--- config.mk ---
export PLATFORM = sky130hd
export DESIGN_NAME = hsx_to_rgb_pipe
export DESIGN_NICKNAME = d
export VERILOG_FILES = /design/src/rtl/hsx_pkg.sv /design/src/rtl/hsx_stage_reg.sv /design/src/rtl/hsx_to_rgb_pipe.sv
export SDC_FILE = /design/constraint.sdc
export NUM_CORES = 1
export LEC_CHECK = 0
export CELL_PAD_IN_SITES_DETAIL_PLACEMENT = 0
export CELL_PAD_IN_SITES_GLOBAL_PLACEMENT = 1
export CORE_MARGIN = 5
export CORE_UTILIZATION = 40
export CTS_CLUSTER_SIZE = 30
export DETAILED_ROUTE_END_ITERATION = 8
export MAX_ROUTING_LAYER = met4
export PLACE_DENSITY_LB_ADDON = 0.1
export SLEW_MARGIN = 20
export SYNTH_ARGS = -nofsm -noshare
export SYNTH_HDL_FRONTEND = slang
export SYNTH_HIERARCHICAL = 1
export SYNTH_SLANG_ARGS = --single-unit
--- constraint.sdc ---
create_clock -name clk -period 5.69 [get_ports clk]
set_input_delay 1.138 -clock clk [delete_from_list [all_inputs] [get_ports clk]]
set_output_delay 1.138 -clock clk [all_outputs]
set_load 0.02 [all_outputs]
--- src/rtl/hsx_pkg.sv ---
// hsx_pkg: shared constants for the HSL/HSV to RGB pipeline
package hsx_pkg;
  localparam logic MODE_HSL = 1'b0;
  localparam logic MODE_HSV = 1'b1;
  // hue sectors, named after the channel pair that leads in each sixth of the turn
  localparam logic [2:0] SEC_RED = 3'd0;
  localparam logic [2:0] SEC_YEL = 3'd1;
  localparam logic [2:0] SEC_GRN = 3'd2;
  localparam logic [2:0] SEC_CYN = 3'd3;
  localparam logic [2:0] SEC_BLU = 3'd4;
  localparam logic [2:0] SEC_MAG = 3'd5;
endpackage

--- src/rtl/hsx_stage_reg.sv ---
// hsx_stage_reg: valid/ready pipeline register; loads when empty or when its content leaves
module hsx_stage_reg #(
  parameter int W = 8
) (
  input  logic         clk,
  input  logic         rst_n,
  input  logic         in_valid,
  output logic         in_ready,
  input  logic [W-1:0] in_data,
  output logic         out_valid,
  input  logic         out_ready,
  output logic [W-1:0] out_data
);
  logic         v_q, v_d;
  logic [W-1:0] d_q, d_d;
  always_comb begin
    in_ready = ~v_q | out_ready;
    v_d = (in_valid & in_ready) | (v_q & ~out_ready);
    d_d = (in_valid & in_ready) ? in_data : d_q;
  end
  always_ff @(posedge clk or negedge rst_n)
    if (!rst_n) begin
      v_q <= 1'b0;
      d_q <= '0;
    end else begin
      v_q <= v_d;
      d_q <= d_d;
    end
  assign out_valid = v_q;
  assign out_data  = d_q;
endmodule

--- src/rtl/hsx_to_rgb_pipe.sv ---
// hsx_to_rgb_pipe: 3-stage HSL/HSV to RGB converter with valid/ready flow control
// and saturating output addition; the tag rides along unmodified.
module hsx_to_rgb_pipe import hsx_pkg::*; #(
  parameter int HUE_DEPTH = 8,
  parameter int SAT_DEPTH = 8,
  parameter int RGB_DEPTH = 8,
  parameter int TAG_WIDTH = 1
) (
  input  logic                 clk,
  input  logic                 rst_n,
  input  logic                 in_valid,
  output logic                 in_ready,
  input  logic                 in_mode,
  input  logic [HUE_DEPTH-1:0] in_h,
  input  logic [SAT_DEPTH-1:0] in_s,
  input  logic [RGB_DEPTH-1:0] in_l,
  input  logic [TAG_WIDTH-1:0] in_tag,
  output logic                 out_valid,
  input  logic                 out_ready,
  output logic [RGB_DEPTH-1:0] out_r,
  output logic [RGB_DEPTH-1:0] out_g,
  output logic [RGB_DEPTH-1:0] out_b,
  output logic [TAG_WIDTH-1:0] out_tag
);
  localparam int W1 = 1 + TAG_WIDTH + 3 + HUE_DEPTH + 1 + 2 * RGB_DEPTH;
  localparam int W2 = TAG_WIDTH + 3 + 3 * RGB_DEPTH;
  localparam int W3 = TAG_WIDTH + 3 * RGB_DEPTH;

  function automatic logic [RGB_DEPTH-1:0] sat_add(input logic [RGB_DEPTH-1:0] a,
                                                   input logic [RGB_DEPTH-1:0] b);
    logic [RGB_DEPTH:0] s;
    s = {1'b0, a} + {1'b0, b};
    return s[RGB_DEPTH] ? '1 : s[RGB_DEPTH-1:0];
  endfunction

  logic [HUE_DEPTH+2:0] h6;
  logic [RGB_DEPTH:0]   l2, lx;
  logic [RGB_DEPTH-1:0] c1;
  logic [W1-1:0]        p1_d, p1_q;
  logic                 v1, v2, rdy2, rdy3;
  logic                 mode1;
  logic [TAG_WIDTH-1:0] tag1, tag2;
  logic [2:0]           sec1, sec2;
  logic [HUE_DEPTH:0]   h6m1, xf;
  logic [RGB_DEPTH-1:0] l1, cc1, x2d, m2d, c2, x2, m2, rc, gc, bc, r3, g3, b3;
  logic [W2-1:0]        p2_d, p2_q;
  logic [W3-1:0]        p3_d;

  always_comb begin
    h6 = {1'b0, in_h, 2'b00} + {2'b00, in_h, 1'b0};
    l2 = {in_l, 1'b0};
    lx = (in_mode == MODE_HSV) ? {1'b0, in_l} : in_l[RGB_DEPTH-1] ? -l2 : l2;
    c1 = RGB_DEPTH'(({{SAT_DEPTH{1'b0}}, lx} * {{(RGB_DEPTH+1){1'b0}}, in_s}) >> SAT_DEPTH);
    p1_d = {in_mode, in_tag, h6[HUE_DEPTH+2:HUE_DEPTH], h6[HUE_DEPTH:0], in_l, c1};
  end

  hsx_stage_reg #(.W(W1)) u_s1 (
    .clk(clk), .rst_n(rst_n), .in_valid(in_valid), .in_ready(in_ready), .in_data(p1_d),
    .out_valid(v1), .out_ready(rdy2), .out_data(p1_q)
  );

  assign {mode1, tag1, sec1, h6m1, l1, cc1} = p1_q;

  always_comb begin
    xf = h6m1[HUE_DEPTH] ? -h6m1 : h6m1;
    x2d = RGB_DEPTH'(({{(HUE_DEPTH+1){1'b0}}, cc1} * {{RGB_DEPTH{1'b0}}, xf}) >> HUE_DEPTH);
    m2d = (mode1 == MODE_HSL) ? l1 - (cc1 >> 1) : l1 - cc1;
    p2_d = {tag1, sec1, cc1, x2d, m2d};
  end

  hsx_stage_reg #(.W(W2)) u_s2 (
    .clk(clk), .rst_n(rst_n), .in_valid(v1), .in_ready(rdy2), .in_data(p2_d),
    .out_valid(v2), .out_ready(rdy3), .out_data(p2_q)
  );

  assign {tag2, sec2, c2, x2, m2} = p2_q;

  always_comb begin
    rc = (sec2 == SEC_RED || sec2 == SEC_MAG) ? c2 : (sec2 == SEC_YEL || sec2 == SEC_BLU) ? x2 : '0;
    gc = (sec2 == SEC_YEL || sec2 == SEC_GRN) ? c2 : (sec2 == SEC_RED || sec2 == SEC_CYN) ? x2 : '0;
    bc = (sec2 == SEC_CYN || sec2 == SEC_BLU) ? c2 : (sec2 == SEC_GRN || sec2 == SEC_MAG) ? x2 : '0;
    r3 = (sec2 <= SEC_MAG) ? sat_add(rc, m2) : '0;
    g3 = (sec2 <= SEC_MAG) ? sat_add(gc, m2) : '0;
    b3 = (sec2 <= SEC_MAG) ? sat_add(bc, m2) : '0;
    p3_d = {tag2, r3, g3, b3};
  end

  hsx_stage_reg #(.W(W3)) u_s3 (
    .clk(clk), .rst_n(rst_n), .in_valid(v2), .in_ready(rdy3), .in_data(p3_d),
    .out_valid(out_valid), .out_ready(out_ready), .out_data({out_tag, out_r, out_g, out_b})
  );
endmodule

; Word-level counts from Yosys, hierarchy flattened
; Cells that the tools add are included.
[word_totals]
ff_bits = 86
output_inout_bits = 27
[classes]
n_addsub = 8
n_mul = 2
order_cmp = 1
eq_ne = 5
muxes = 16
bitwise = 18
reduce_logical = 7
[op_table]
columns = cell, count
row1 = $mux W8, 13
row2 = $add A8 B8 Y9, 3
row3 = $mux W9, 3
row4 = $neg A9 Y9, 2
row5 = $mul A8 B9 Y16, 1
row6 = $mul A9 B8 Y16, 1
row7 = $add A10 B9 Y11, 1
row8 = $sub A8 B7 Y8, 1
row9 = $sub A8 B8 Y8, 1
row10 = $and A1 B1 Y1, 6
row11 = $eq A3 B2 Y1 const B, 2
row12 = $eq A3 B3 Y1 const B, 2
row13 = $logic_or A1 B1 Y1, 6
row14 = $not A1 Y1, 6
row15 = $or A1 B1 Y1, 6
row16 = $eq A3 B1 Y1 const B, 1
row17 = $le A3 B3 Y1 const B, 1
row18 = $logic_not A3 Y1, 1

; Logic depth before layout (Yosys ltp)
[logic_depth]
depth_word = 7
mapped_depth = 23
mapped_depth_nobuf = 22

; Cells and area by module
; The synthesis kept the hierarchy.
[by_module_without_submodules]
columns = mod, instances, cells_per_inst, area_per_inst_um2, seq_area_each_um2
row1 = hsx_to_rgb_pipe, 1, 836, 6780.3, 0.0
row2 = hsx_stage_reg (u_s1), 1, 67, 1318.8, 775.7
row3 = hsx_stage_reg (u_s2), 1, 62, 1169.9, 725.7
row4 = hsx_stage_reg (u_s3), 1, 56, 1079.8, 650.6

; Worst setup path after synthesis
; No wires, ideal clock.
[synth_path]
path_type = in2reg
start = input port in_l[0]
end = register u_s1.d_q[5], in the netlist u_s1/out_data[5]
setup_time_ps = 125
t_arrival_ps = 5926
required_ps = 5565
setup_slack_ps = -361
stages = 22
path_cell_list = clkbuf_1 inv_1 ha_1 nor2b_1 xnor2_1 nor2_1 a21oi_1 nor2b_1 fa_1 inv_1 fa_1 fa_1 inv_1 fa_1 ha_1 nor4_1 o21ai_0 a31o_2 a31oi_1 o21bai_1 xor2_1 mux2_4
[synth_via]
elab_chain_len = 4
[synth_rtl]
columns = item, line_no
row1 = "start, declared", hsx_to_rgb_pipe.sv:16  ; input logic [RGB_DEPTH-1:0] in_l,
row2 = $neg A9 Y9, hsx_to_rgb_pipe.sv:52  ; lx = (in_mode == MODE_HSV) ? {1'b0, in_l} : in_l[RGB_DEPTH-1] ? -l2 : l2;
row3 = $mux W9, hsx_to_rgb_pipe.sv:52
row4 = $mux W9 *, hsx_to_rgb_pipe.sv:52
row5 = $mul A9 B8 Y16 *, hsx_to_rgb_pipe.sv:53  ; c1 = RGB_DEPTH'(({{SAT_DEPTH{1'b0}}, lx} * {{(RGB_DEPTH+1){1'b0}}, in_s}) >> SAT_DEPTH);
row6 = net c1[5], hsx_to_rgb_pipe.sv:38  ; logic [RGB_DEPTH-1:0] c1;
row7 = "end signal, assigned", hsx_stage_reg.sv:24  ; d_q <= '0;
row8 = "end signal, assigned", hsx_stage_reg.sv:27  ; d_q <= d_d;
row9 = "end, declared", hsx_stage_reg.sv:15  ; logic [W-1:0] d_q, d_d;
; Mark *: on every way through the listed nets, which the timed path passes. The rest lies on a longest branch.
; A chain may end at the register's enable or synchronous reset.

; Final worst setup path
[layout_path]
start = input port in_l[3]
end = register u_s1.d_q[5], in the netlist u_s1/out_data[5]
; Same word-level chain as after synthesis.

==> impl_metrics.tcl <==
set metrics [dict create \
    routedWlPerCell_um 15.5 \
    clock-sinks 86 \
    synth_edf_count 0 \
    synthTopCellsByCount "116 x inv_1, 106 x ha_1, 86 x dfrtp_1" \
    antennaDiodeCount 0 \
    routabilityCongestion 0.814 \
    core-area_um2 25300 \
    synth_top_cell_by_area "dfrtp_1" \
    ys_warn_count 6 \
    clock_path_buffers 2 \
    min_period_over_period_pct 98.0 \
    start_util_pct 40.9 \
    antenna_found_initial 0 \
    syn_inst 1021 \
    ys_ff_latch 86 \
    cp-start-kind "input port" \
    slew_headroom_pct 36.6 \
    setup_viol 0 \
    ioPinCount 57 \
    async_flop_share_pct 100 \
    cts_inserted_buffers 9 \
    maxSlewViolCount 0 \
    tritoncts "yes" \
    grt_overflow 0 \
    rows 58 \
    die_w_um 171 \
    dpl_worst_slack_ns -0.658 \
    status "completed" \
    clock_latency_ns 0.36 \
    synth.lib_cells_used.distinct 64 \
    hold_viol 0 \
    antenna_left 0 \
    dr.pass1.iters 5 \
    post-route-drc-count 0 \
    rsz0062_at_grt "yes" \
    fmax_ghz 0.179 \
    area_growth_pct 15.8 \
    grt_usage_pct 16.5 \
    dp_hpwl_mm 17.7 \
    synth-seq-area-share_pct 20.8 \
    wirelength_mm 22.5 \
    hold_class "reg2reg" \
    arrival_ns 5.81 \
    whs_ns 0.511 \
    crit_fanout 5 \
    clock_skew_ns 0.0176 \
    syn-num-nets 1242 \
    worstMarginPinSlew_ns 0.949 \
    grt_pass1_wl_mm 38.0 \
    cap_violations 0 \
    worstSetupPathType "in2reg" \
    die_h_um 171 \
    synth_area_per_cell_um2 10.1 \
    synth_top_area_share_pct 20.8 \
    clk_pin_slew_worst_paths_ns 0.07 \
    grt_pass1_vias 7499 \
    synth_area_um2 10300 \
    via_count 7264 \
    synth.area.top_cells "dfrtp_1 21%, fa_1 16%, ha_1 13%, mux2_4 10%, nor2b_1 5.0%" \
    period_minus_slack_ns 5.58 \
    grt_max_degree 76 \
    cp.required_ns 5.92 \
    worst_slack_ns 0.114 \
    cts_root_buf "clkbuf_16" \
    cts_htree_levels 3 \
    drtIter0Drc 293 \
    die-area_um2 29200 \
    nets 1336 \
    drive_gt1_share_pct 18.1 \
    critPathCaptureType "register" \
    synth_most_common_cell "inv_1" \
    synth_ff_type "dfrtp_1" \
    port_buffers 56 \
    post_drt_via_cell_ratio 5.01 \
]
[registers in the layout, indices dropped and copies added (netlist names)]
name / flops
u_s1/out_data: 30
u_s3/out_valid: 1
u_s2/out_data: 28
u_s3/out_data: 25
u_s2/out_valid: 1
u_s1/out_valid: 1
[metrics by stage]
step                TNS, ns  cell area [um2]  utilization, %  instances
floorplan            -0.166            10400               -       1021
global placement      -3.65            11600            45.8       1431
detailed placement    -4.05            11600            45.8       1431
CTS                       0            11900            47.1       1450
global route         -0.216            12000            47.3       1450
finish                    0            12000            47.3       1450
[cell families (layout without fill, tap and decap cells)]
kind of cell    after synthesis  in the layout  synth area share, %
compound gates              161            161                 10.7
xor+xnor                     58             58                 4.91
fa+ha+maj                   191            191                 29.3
buf+inv                     149            248                 6.37
flops                        86             86                 20.8
mux                          95             95                 12.9
other cells                   1              1               0.0362
simple gates                280            280                 15.1
[cell usage in the layout, fill, tap and decap left out, drive strengths merged, types with 4 or more instances in the layout]
cell type	netlist	routed
dfrtp	86	86
inv	116	119
fa	85	85
clkdlybuf4s50	0	48
a21o	14	14
and3	7	7
clkinv	1	5
o21bai	9	9
ha	106	106
mux2i	9	9
o21a	22	22
nor2	34	34
a211oi	7	7
xnor2	38	38
and2	30	30
xor2	20	20
a221oi	10	10
nand2b	23	23
o21ai	14	14
nor2b	82	82
a21oi	52	52
clkbuf	24	9
nor3	12	12
o31ai	6	6
nor4b	4	4
nand2	66	66
nor4	4	4
a22oi	7	7
mux2	86	86
nand3	4	4
buf	8	63
[final timing paths]
check                                       start           endpoint  slack, ns  cells after the start
worst max-delay path                      in_l[3]   u_s1/out_data[5]       0.11                     20
worst min-delay path            u_s2/out_data[27]  u_s3/out_data[24]       0.51                      1
worst max register to register  u_s1/out_data[19]  u_s2/out_data[15]       0.44                     19
worst min register to register  u_s2/out_data[27]  u_s3/out_data[24]       0.51                      1
max in group asynchronous                   rst_n   u_s1/out_data[4]       4.17                      2
min in group asynchronous                   rst_n  u_s3/out_data[21]       0.60                      1
[timing repair]
item	in CTS	in global routing
pin swaps	19	12
setup endpoints to repair	7	6
buffers inserted	3	0
hold buffers	0	0
resized for setup	24	12
[critical path, stage by stage]
cell and delay [ns]:
buf_6 0.09, or3_4 0.40, o31ai_4 0.18, xor2_1 0.17, nor2_1 0.07, a21oi_2 0.24
nor2b_1 0.10, fa_1 0.50, fa_1 0.42, fa_1 0.49, inv_1 0.05, fa_1 0.47
inv_1 0.04, ha_1 0.18, or3_4 0.38, a31o_4 0.24, a31oi_4 0.13, o21bai_1 0.10
xor2_1 0.16, mux2_4 0.26
[metal layers]
metal	up-vias	track usage, %	part of all wire [%]
li1	3623	-	-
met2	78	27.2	48
met1	3552	22.6	49
met3	11	1.59	2.6
met5	-	-	0
met4	0	2.93	0.78
[area by class of cell]
cell class | instances | area, um2
inverter | 117 | 439
clock buffer | 9 | 225
clock inverter | 7 | 57.6
fill | 2438 | 13300
timing repair buffer | 115 | 1020
tap | 330 | 413
multi-input combinational | 786 | 7670
sequential | 86 | 2150
Power is not shown: default switching activity piles up to over one toggle a cycle in this logic, so the estimate is an artifact.
